### src/rtl/lif_pkg.sv
// Shared types and widths for the time-multiplexed LIF neuron scheduler.
package lif_pkg;
  localparam int STATE_W = 8;
  localparam logic [STATE_W-1:0] SAT_MAX = {STATE_W{1'b1}};
  localparam int REF_W = 3;

  typedef enum logic [1:0] {
    ST_IDLE   = 2'd0,
    ST_SCAN   = 2'd1,
    ST_COMMIT = 2'd2
  } lif_state_e;
endpackage

### src/rtl/lif_update_unit.sv
// Shared combinational neuron update: leak, integrate, saturate, fire, refractory.
module lif_update_unit
  import lif_pkg::*;
#(
  parameter int LEAK_SHIFT = 2,
  parameter int REFRACT    = 2
) (
  input  logic [STATE_W-1:0] i_state,
  input  logic [REF_W-1:0]   i_r,
  input  logic [STATE_W-1:0] i_in,
  input  logic [STATE_W-1:0] i_threshold,
  output logic [STATE_W-1:0] o_next_state,
  output logic [REF_W-1:0]   o_next_r,
  output logic               o_spike
);
  logic [STATE_W-1:0] w_leaked;
  logic [STATE_W:0]   w_sum;
  logic [STATE_W-1:0] w_nxt;

  always_comb begin
    w_leaked     = i_state - (i_state >> LEAK_SHIFT);
    w_sum        = {1'b0, w_leaked} + {1'b0, i_in};
    w_nxt        = w_sum[STATE_W] ? SAT_MAX : w_sum[STATE_W-1:0];
    o_next_state = '0;
    o_next_r     = '0;
    o_spike      = 1'b0;
    // A refractory neuron ignores its input and stays clamped at zero.
    if (i_r != '0) begin
      o_next_r = i_r - REF_W'(1);
    end else if (w_nxt >= i_threshold) begin
      o_spike  = 1'b1;
      o_next_r = REF_W'(REFRACT);
    end else begin
      o_next_state = w_nxt;
    end
  end
endmodule

### src/rtl/lif_scheduler.sv
// Scans NUM_NEURONS LIF neurons through one shared update unit per timestep tick
// and commits the new spike vector atomically.
module lif_scheduler
  import lif_pkg::*;
#(
  parameter int NUM_NEURONS = 4,
  parameter int TICK_DIV    = 8,
  parameter int LEAK_SHIFT  = 2,
  parameter int REFRACT     = 2,
  parameter int WEIGHT      = 120,
  localparam int SEL_W      = $clog2(NUM_NEURONS)
) (
  input  logic                   clk,
  input  logic                   rst,
  input  logic                   ena,
  input  logic [STATE_W-1:0]     current,
  input  logic [STATE_W-1:0]     threshold,
  input  logic [SEL_W-1:0]       sel,
  output logic [NUM_NEURONS-1:0] spike_out,
  output logic [STATE_W-1:0]     state_out,
  output logic                   busy,
  output logic                   overrun,
  output lif_state_e             dbg_state
);
  localparam int DIV_W = $clog2(TICK_DIV);
  localparam logic [DIV_W-1:0] DIV_LAST = DIV_W'(TICK_DIV - 1);
  localparam logic [SEL_W-1:0] IDX_LAST = SEL_W'(NUM_NEURONS - 1);

  logic [DIV_W-1:0]       r_div;
  lif_state_e             r_fsm;
  logic [SEL_W-1:0]       r_idx;
  logic [STATE_W-1:0]     r_cur_sh;
  logic [STATE_W-1:0]     r_thr_sh;
  logic [STATE_W-1:0]     r_mem [NUM_NEURONS];
  logic [REF_W-1:0]       r_ref [NUM_NEURONS];
  logic [NUM_NEURONS-1:0] r_new_spike;
  logic [NUM_NEURONS-1:0] r_spike_out;
  logic [STATE_W-1:0]     r_state_out;
  logic                   r_busy;
  logic                   r_overrun;

  logic                   w_tick;
  logic [STATE_W-1:0]     w_in;
  logic [STATE_W-1:0]     w_sel_state;
  logic [STATE_W-1:0]     w_next_state;
  logic [REF_W-1:0]       w_next_r;
  logic                   w_spike;

  assign w_tick = ena && (r_div == DIV_LAST);

  // Chain input uses the last committed spike vector, never this scan's results.
  always_comb begin
    w_in = r_cur_sh;
    if (r_idx != '0) w_in = r_spike_out[r_idx - SEL_W'(1)] ? STATE_W'(WEIGHT) : '0;
  end

  always_comb begin
    w_sel_state = '0;
    for (int k = 0; k < NUM_NEURONS; k++) begin
      if (sel == SEL_W'(k)) w_sel_state = r_mem[k];
    end
  end

  lif_update_unit #(
    .LEAK_SHIFT (LEAK_SHIFT),
    .REFRACT    (REFRACT)
  ) u_update (
    .i_state      (r_mem[r_idx]),
    .i_r          (r_ref[r_idx]),
    .i_in         (w_in),
    .i_threshold  (r_thr_sh),
    .o_next_state (w_next_state),
    .o_next_r     (w_next_r),
    .o_spike      (w_spike)
  );

  // busy is high from the cycle after an accepted tick through the COMMIT cycle;
  // spike_out changes only on the edge that ends COMMIT.
  always_ff @(posedge clk) begin
    if (rst) begin
      r_div       <= '0;
      r_fsm       <= ST_IDLE;
      r_idx       <= '0;
      r_cur_sh    <= '0;
      r_thr_sh    <= '0;
      r_new_spike <= '0;
      r_spike_out <= '0;
      r_state_out <= '0;
      r_busy      <= 1'b0;
      r_overrun   <= 1'b0;
      for (int k = 0; k < NUM_NEURONS; k++) begin
        r_mem[k] <= '0;
        r_ref[k] <= '0;
      end
    end else begin
      r_state_out <= w_sel_state;
      if (ena) r_div <= (r_div == DIV_LAST) ? '0 : r_div + DIV_W'(1);
      if (w_tick && (r_fsm != ST_IDLE)) r_overrun <= 1'b1;
      case (r_fsm)
        ST_IDLE: begin
          if (w_tick) begin
            r_cur_sh    <= current;
            r_thr_sh    <= threshold;
            r_idx       <= '0;
            r_new_spike <= '0;
            r_busy      <= 1'b1;
            r_fsm       <= ST_SCAN;
          end
        end
        ST_SCAN: begin
          r_mem[r_idx]       <= w_next_state;
          r_ref[r_idx]       <= w_next_r;
          r_new_spike[r_idx] <= w_spike;
          r_idx              <= r_idx + SEL_W'(1);
          if (r_idx == IDX_LAST) r_fsm <= ST_COMMIT;
        end
        ST_COMMIT: begin
          r_spike_out <= r_new_spike;
          r_busy      <= 1'b0;
          r_fsm       <= ST_IDLE;
        end
        default: r_fsm <= ST_IDLE;
      endcase
    end
  end

  assign spike_out = r_spike_out;
  assign state_out = r_state_out;
  assign busy      = r_busy;
  assign overrun   = r_overrun;
  assign dbg_state = r_fsm;
endmodule

### config.mk
export PLATFORM = sky130hd
export DESIGN_NAME = lif_scheduler
export DESIGN_NICKNAME = d
export VERILOG_FILES = /design/src/rtl/lif_pkg.sv /design/src/rtl/lif_update_unit.sv /design/src/rtl/lif_scheduler.sv
export SDC_FILE = /design/constraint.sdc
export NUM_CORES = 1
export LEC_CHECK = 0
export ABC_AREA = 1
export CAP_MARGIN = 20
export CORE_UTILIZATION = 41
export DETAILED_ROUTE_END_ITERATION = 7
export GPL_ROUTABILITY_DRIVEN = 0
export MAX_ROUTING_LAYER = met4
export SLEW_MARGIN = 20
export SYNTH_ARGS = -nofsm -noshare
export SYNTH_HDL_FRONTEND = slang
export SYNTH_SLANG_ARGS = --single-unit
### constraint.sdc
create_clock -name clk -period 7.32 [get_ports clk]
set_input_delay 1.83 -clock clk [delete_from_list [all_inputs] [get_ports clk]]
set_output_delay 1.83 -clock clk [all_outputs]
set_load 0.02 [all_outputs]
==> results of run 1 <==
## logic make-up after synthesis
logic type	synth area share, %
and+or+nand+nor	22.8
xor gates and xnor gates	1.28
AOI/OAI and AO/OA	12.3
buffers and inverters	9.54
DFF	45.5
adders and majority gates	8.65
## final timing paths
kind / cells past startpoint / start / to / slack [ns]
max: 26 / flop / r_mem[1][4]$_SDFFCE_PN0P_ / 2.01
min: 2 / busy$_SDFFE_PP0P_ / busy$_SDFFE_PP0P_ / 0.47
max reg2reg: 26 / flop / r_mem[1][4]$_SDFFCE_PN0P_ / 2.01
min reg2reg: 2 / busy$_SDFFE_PP0P_ / busy$_SDFFE_PP0P_ / 0.47
## layout by cell type, fill, tap and decap left out, types with 8 or more instances in the layout
cell / count
a21oi_1: 38
clkbuf_16: 10
clkdlybuf4s50_1: 36
dfxtp_1: 43
edfxtp_1: 44
ha_1: 30
inv_1: 91
nand2_1: 120
nand2_2: 12
nand3_1: 22
nor2_1: 92
o211ai_1: 8
o21ai_0: 35
## registers in the layout, summed over array words and instances (netlist names), named ones only
register and count:
r_mem 32, r_ref 12, r_cur_sh 8, r_thr_sh 8
state_out 8, r_new_spike 4, spike_out 4, r_div 3
dbg_state 2, r_idx 2, busy 1, overrun 1
## metal layers
layer  GRT usage (%)  vias to the layer above
met5               -                        -
met4            9.68                        0
met3            3.53                       14
met2            29.2                      110
met1            26.1                     1724
li1                -                     2002
## power by group
group	internal (mW)	switching, mW
Clock	0.288	0.197
Combinational	0.0521	0.0791
Sequential	0.524	0.00682
## through the flow
| step | hold WS [ns] | util, % | std cells | area [um2] | worst slack, ns |
|---|---|---|---|---|---|
| after floorplan | 0.435 | - | 604 | 4800 | 2.95 |
| after global placement | 0.455 | 46.0 | 764 | 5260 | 2.20 |
| after detailed placement | 0.460 | 46.0 | 764 | 5260 | 2.04 |
| after CTS | 0.472 | 48.7 | 780 | 5570 | 2.03 |
| after global routing | 0.501 | 48.7 | 780 | 5570 | 1.62 |
| final | 0.469 | 48.7 | 780 | 5570 | 2.01 |
## final cells by class
cell class	count	area share, %
Clock buffer	12	4.63
Clock inverter	4	0.944
Inverter	97	6.56
Multi-Input combinational cell	400	38.8
Sequential cell	87	39.2
Tap cell	143	3.21
Timing Repair Buffer	37	6.61
## worst min-delay path: stages (launching register included)
cell,delay [ns]
dfxtp_1,0.31
nand2_1,0.06
a21oi_1,0.05
==> reports/metrics.yaml, run 1 <==
clock_network:
  cts_buffers: 9
  cts_root_buffer: "clkbuf_16"
  ctsHtreeMaxLevel: 3
  clk_path_buf_depth: 2
  ctsResizeCount: 0
  clk_pin_slew_ns: 0.07
  cts.sinks: 87
  hold_buffers: 0
  cts_tree: "built"
  cts_setup_buffers: 0
  clock_latency_ns: 0.35
grt:
  grt_max_degree: 37
  track_usage_pct: 19.8
  overflow: 0
  grt_pass1_vias: 3499
  grt_pass1_wl_um: 17300
  grt_antenna_before_repair: 0
logic_synthesis:
  synth-edff-count: 44
  synth.most_common_cell: "nand2_1"
  ys_seq_area_share_pct: 45.5
  syn-cell-area_um2: 4800
  yosys-top-cells-area: "edfxtp_1, dfxtp_1, nand2_1, ha_1, nor2_1"
  yosysWarnings: 0
  async_flop_share_pct: 0
  avgSynthCellArea_um2: 7.95
  yosys.area.top_type: "edfxtp_1"
  yosys-top-cells-count: "nand2_1, nor2_1, inv_1"
  netlist_instances: 604
  synth_fp_nets: 657
  yosys.area.top_type_share_pct: 27.5
  yosys.cell_types.count: 42
  ys.flop_type: "edfxtp_1"
  yosys_register_bits: 87
floorplan:
  rows: 39
  die_h_um: 110
  initial_core_util_pct: 42.0
  die-width_um: 110
  die_area_um2: 12100
  io_pins: 37
  core_area_um2: 11400
worst_hold_path:
  min_path_type: "flop to flop"
setup_path:
  path_common_cell: "nand2_1"
  crit_fanout: 25
  start_kind: "flop"
  cp_slowest_cell: "dfxtp_1"
  required_ns: 7.52
  cp-end-kind: "flop"
  worst-path-buf-inv: 2
  cp.arrival_ns: 5.51
  cp_top_family: "simple AND/OR/NAND/NOR gates"
  crit_path_max_incr_delay_ns: 0.83
  crit_type: "flop to flop"
power_and_ir_drop:
  powerDensity_nw_per_um2: 206
  p_leak_nw: 2.57
  irDropWorstVdd_v: 0.000174
  p_total_mw: 1.15
finish:
  nNetsFinal: 685
  n_fill_cell: 1142
  multi_input_area_um2: 2160
  area_growth_pct: 15.9
  seq_area_um2: 2180
  drive_above_1_share_pct: 6.44
  antenna_cells: 0
timing:
  max_slew_margin_pct: 35.3
  worst_slew_pin_slew_ns: 0.965
  fin_crit_ns: 5.31
  drv_slew: 0
  skew_ns: 0.0119
  finalCritPeriodShare_pct: 72.6
  setup_viol: 0
  fin_setup_tns_ns: 0
  max_freq_mhz: 188
  rsz0062_at_grt: "no"
  hold_violations: 0
detailed_routing:
  dr.first_iter.drc_count: 223
  routed.top_layer: "met4"
  vias: 3850
  routed_wl_um: 10700
  dr_wl_met3_um: 447
  drt.antenna.violating_nets: 0
  dr_wl_met2_um: 4700
  wl_met1_um: 5320
  wl_per_cell_um: 13.8
  routed_via_density: 4.94
  drc: 0
  drtPass1Iterations: 5
job:
  cap_violations: 0
place:
  dp_hpwl_um: 7980
  port_buffers: 36
outcome:
  status: "finished clean"
No activity file was read; power rests on OpenSTA's default activity.
==> run 2: changes to the inputs <==
==> constraint.sdc (replaced) <==
create_clock -name clk -period 5.3 [get_ports clk]
set_input_delay 1.325 -clock clk [delete_from_list [all_inputs] [get_ports clk]]
set_output_delay 1.325 -clock clk [all_outputs]
set_load 0.02 [all_outputs]
==> reports/metrics.yaml, run 2 (synthesis results as in run 1) <==
timing:
  fin_setup_tns_ns: 0  # unchanged
  skew_ns: 0.00810  # was 0.0119 ns
  hold_violations: 0  # unchanged
  rsz0062_at_grt: "no"  # unchanged
  worst_hold_slack_ns: 0.471  # was 0.469 ns
  max_slew_margin_pct: 48.8  # was 35.3%
  finalCritPeriodShare_pct: 89.2  # was 72.6%
  max_freq_mhz: 212  # was 188 MHz
  setup_viol: 0  # unchanged
  worst_slew_pin_slew_ns: 0.767  # was 0.965 ns
  fin_crit_ns: 4.73  # was 5.31 ns
  drv_slew: 0  # unchanged
finish:
  final_cell_mix: "nand2_1, nor2_1, inv_1"  # unchanged
  drive_above_1_share_pct: 7.48  # was 6.44%
  final_common_cell: "nand2_1"  # unchanged
  antenna_cells: 0  # unchanged
  largest-register: "r_mem"  # unchanged
  top_regs: "r_mem: 32 flops, r_ref: 12 flops"  # unchanged
  nNetsFinal: 690  # was 685
  largest_reg_flops: 32  # unchanged
  final_cells: 785  # was 780
  area_growth_pct: 16.4  # was 15.9%
floorplan:
  die-width_um: 110  # unchanged
  core_area_um2: 11400  # unchanged
  initial_core_util_pct: 42.0  # unchanged
  io_pins: 37  # unchanged
  rows: 39  # unchanged
  die_h_um: 110  # unchanged
  die_area_um2: 12100  # unchanged
detailed_routing:
  wl_per_cell_um: 13.9  # was 13.8 um
  drt.antenna.violating_nets: 0  # unchanged
  routed_wl_um: 10900  # was 10700 um
  dr.first_iter.drc_count: 196  # was 223
  drc: 0  # unchanged
  routed_via_density: 5.00  # was 4.94
  vias: 3927  # was 3850
  drtPass1Iterations: 5  # unchanged
setup_path:
  start_kind: "flop"  # unchanged
  required_ns: 5.49  # was 7.52 ns
  cp-end-kind: "flop"  # unchanged
  r2r_slack_ns: 0.57  # was 2.01 ns
  crit_type: "flop to flop"  # unchanged
  rr_endpoint: "r_mem[1][6]$_SDFFCE_PN0P_"  # was r_mem[1][4]$_SDFFCE_PN0P_
  crit_fanout: 19  # was 25
  r2r_cells: 27  # was 26
  cp.arrival_ns: 4.91  # was 5.51 ns
worst_hold_path:
  whs_path_depth: 2  # unchanged
  min_path_type: "flop to flop"  # unchanged
  whs_endpoint: "r_thr_sh[1]$_SDFFE_PP0P_"  # was busy$_SDFFE_PP0P_
  hp-start: "r_thr_sh[1]$_SDFFE_PP0P_"  # was busy$_SDFFE_PP0P_
power_and_ir_drop:
  p_leak_nw: 2.59  # was 2.57 nW
  powerDensity_nw_per_um2: 273  # was 206 nW/um2
  irDropWorstVdd_v: 0.000140  # was 0.000174 V
grt:
  overflow: 0  # unchanged
  grt_pass1_vias: 3792  # was 3499
  grt_pass1_wl_um: 18400  # was 17300 um
  grt_max_degree: 30  # was 37
  grt_antenna_before_repair: 0  # unchanged
  track_usage_pct: 20.6  # was 19.8%
job:
  cap_violations: 0  # unchanged
place:
  port_buffers: 36  # unchanged
  dp_cells: 769  # was 764
  dp_hpwl_um: 8270  # was 7980 um
clock_network:
  clock_latency_ns: 0.34  # was 0.35 ns
  cts_root_buffer: "clkbuf_16"  # unchanged
  clk_path_buf_depth: 2  # unchanged
  cts_tree: "built"  # unchanged
  cts_buffers: 9  # unchanged
  ctsHtreeMaxLevel: 3  # unchanged
  cts.sinks: 87  # unchanged
  clk_pin_slew_ns: 0.06  # was 0.07 ns
outcome:
  status: "finished clean"  # unchanged
==> run 2: cell types whose count changed in the layout (fill, tap and decap cells not counted), sizes merged <==
cell,change
buf,+5
bufinv,-1
clkinv,+1
==> run 2: how the worst max path moves through the flow <==
| stage | slack, ns | end | startpoint |
|---|---|---|---|
| after global placement | 0.57 | r_mem[1][6]$_SDFFCE_PN0P_ | flop |
| after detailed placement | 0.42 | r_mem[1][6]$_SDFFCE_PN0P_ | flop |
| after floorplan | 0.93 | r_mem[1][2]$_SDFFCE_PN0P_ | flop |
| final | 0.57 | r_mem[1][6]$_SDFFCE_PN0P_ | flop |
| after global routing | 0.03 | r_mem[1][2]$_SDFFCE_PN0P_ | flop |
| after CTS | 0.41 | r_mem[1][6]$_SDFFCE_PN0P_ | flop |
==> run 2: cell type report <==
class / instances / area [um2]
clock buffer: 12 / 256
clock inverter: 4 / 28.8
fill: 1140 / 5830
inverter: 97 / 365
multi-input combinational: 400 / 2170
sequential: 87 / 2180
tap: 143 / 179
timing repair buffer: 42 / 405
==> run 2: report_power, final <==
part	internal, mW	switching (mW)
Clock	0.346	0.266
Combinational	0.0730	0.110
Sequential	0.724	0.00950
==> run 2: stage by stage <==
stage | utilization, % | area [um2] | setup WS, ns | power (mW)
floorplan | - | 4800 | 0.932 | 0.870
global placement | 46.4 | 5290 | 0.569 | 0.929
detailed placement | 46.4 | 5290 | 0.416 | 0.931
CTS | 48.8 | 5580 | 0.406 | 1.54
global route | 48.9 | 5590 | 0.0337 | 1.59
finish | 48.9 | 5590 | 0.575 | 1.53
==> run 2: metal layers <==
metal	share of wire [%]	wire, um	GRT usage (%)	up-vias
met4	1.9	208	8.18	0
met2	45	4900	31.5	95
met1	49	5360	27.5	1795
met5	0	0	-	-
met3	4.0	436	3.06	19
li1	-	-	-	2018
==> run 2: timing repair <==
action | 4_1_cts | 5_1_grt
setup endpoints to repair | 0 | 38
hold buffers | 0 | 0
gates resized for setup | 0 | 2
setup buffers | 0 | 0
==> run 2: critical path, stage by stage (launching register included) <==
cell and delay [ns]:
dfxtp_1 0.47, inv_2 0.21, o21ai_0 0.14, o22ai_1 0.16
ha_1 0.25, fa_1 0.39, nand3b_1 0.17, nand2_1 0.11
nand2_1 0.07, a21oi_1 0.16, nor2_1 0.06, nand2_1 0.05
nand2_1 0.05, ha_1 0.35, nand2_1 0.11, inv_1 0.05
nand2_1 0.06, nand2_1 0.08, a21oi_4 0.20, nand3_1 0.16
ha_1 0.31, a21oi_1 0.15, nor2_1 0.05, nor2_1 0.08
nand3_1 0.22, nor2_8 0.24, nand2_2 0.12, nor2_1 0.11
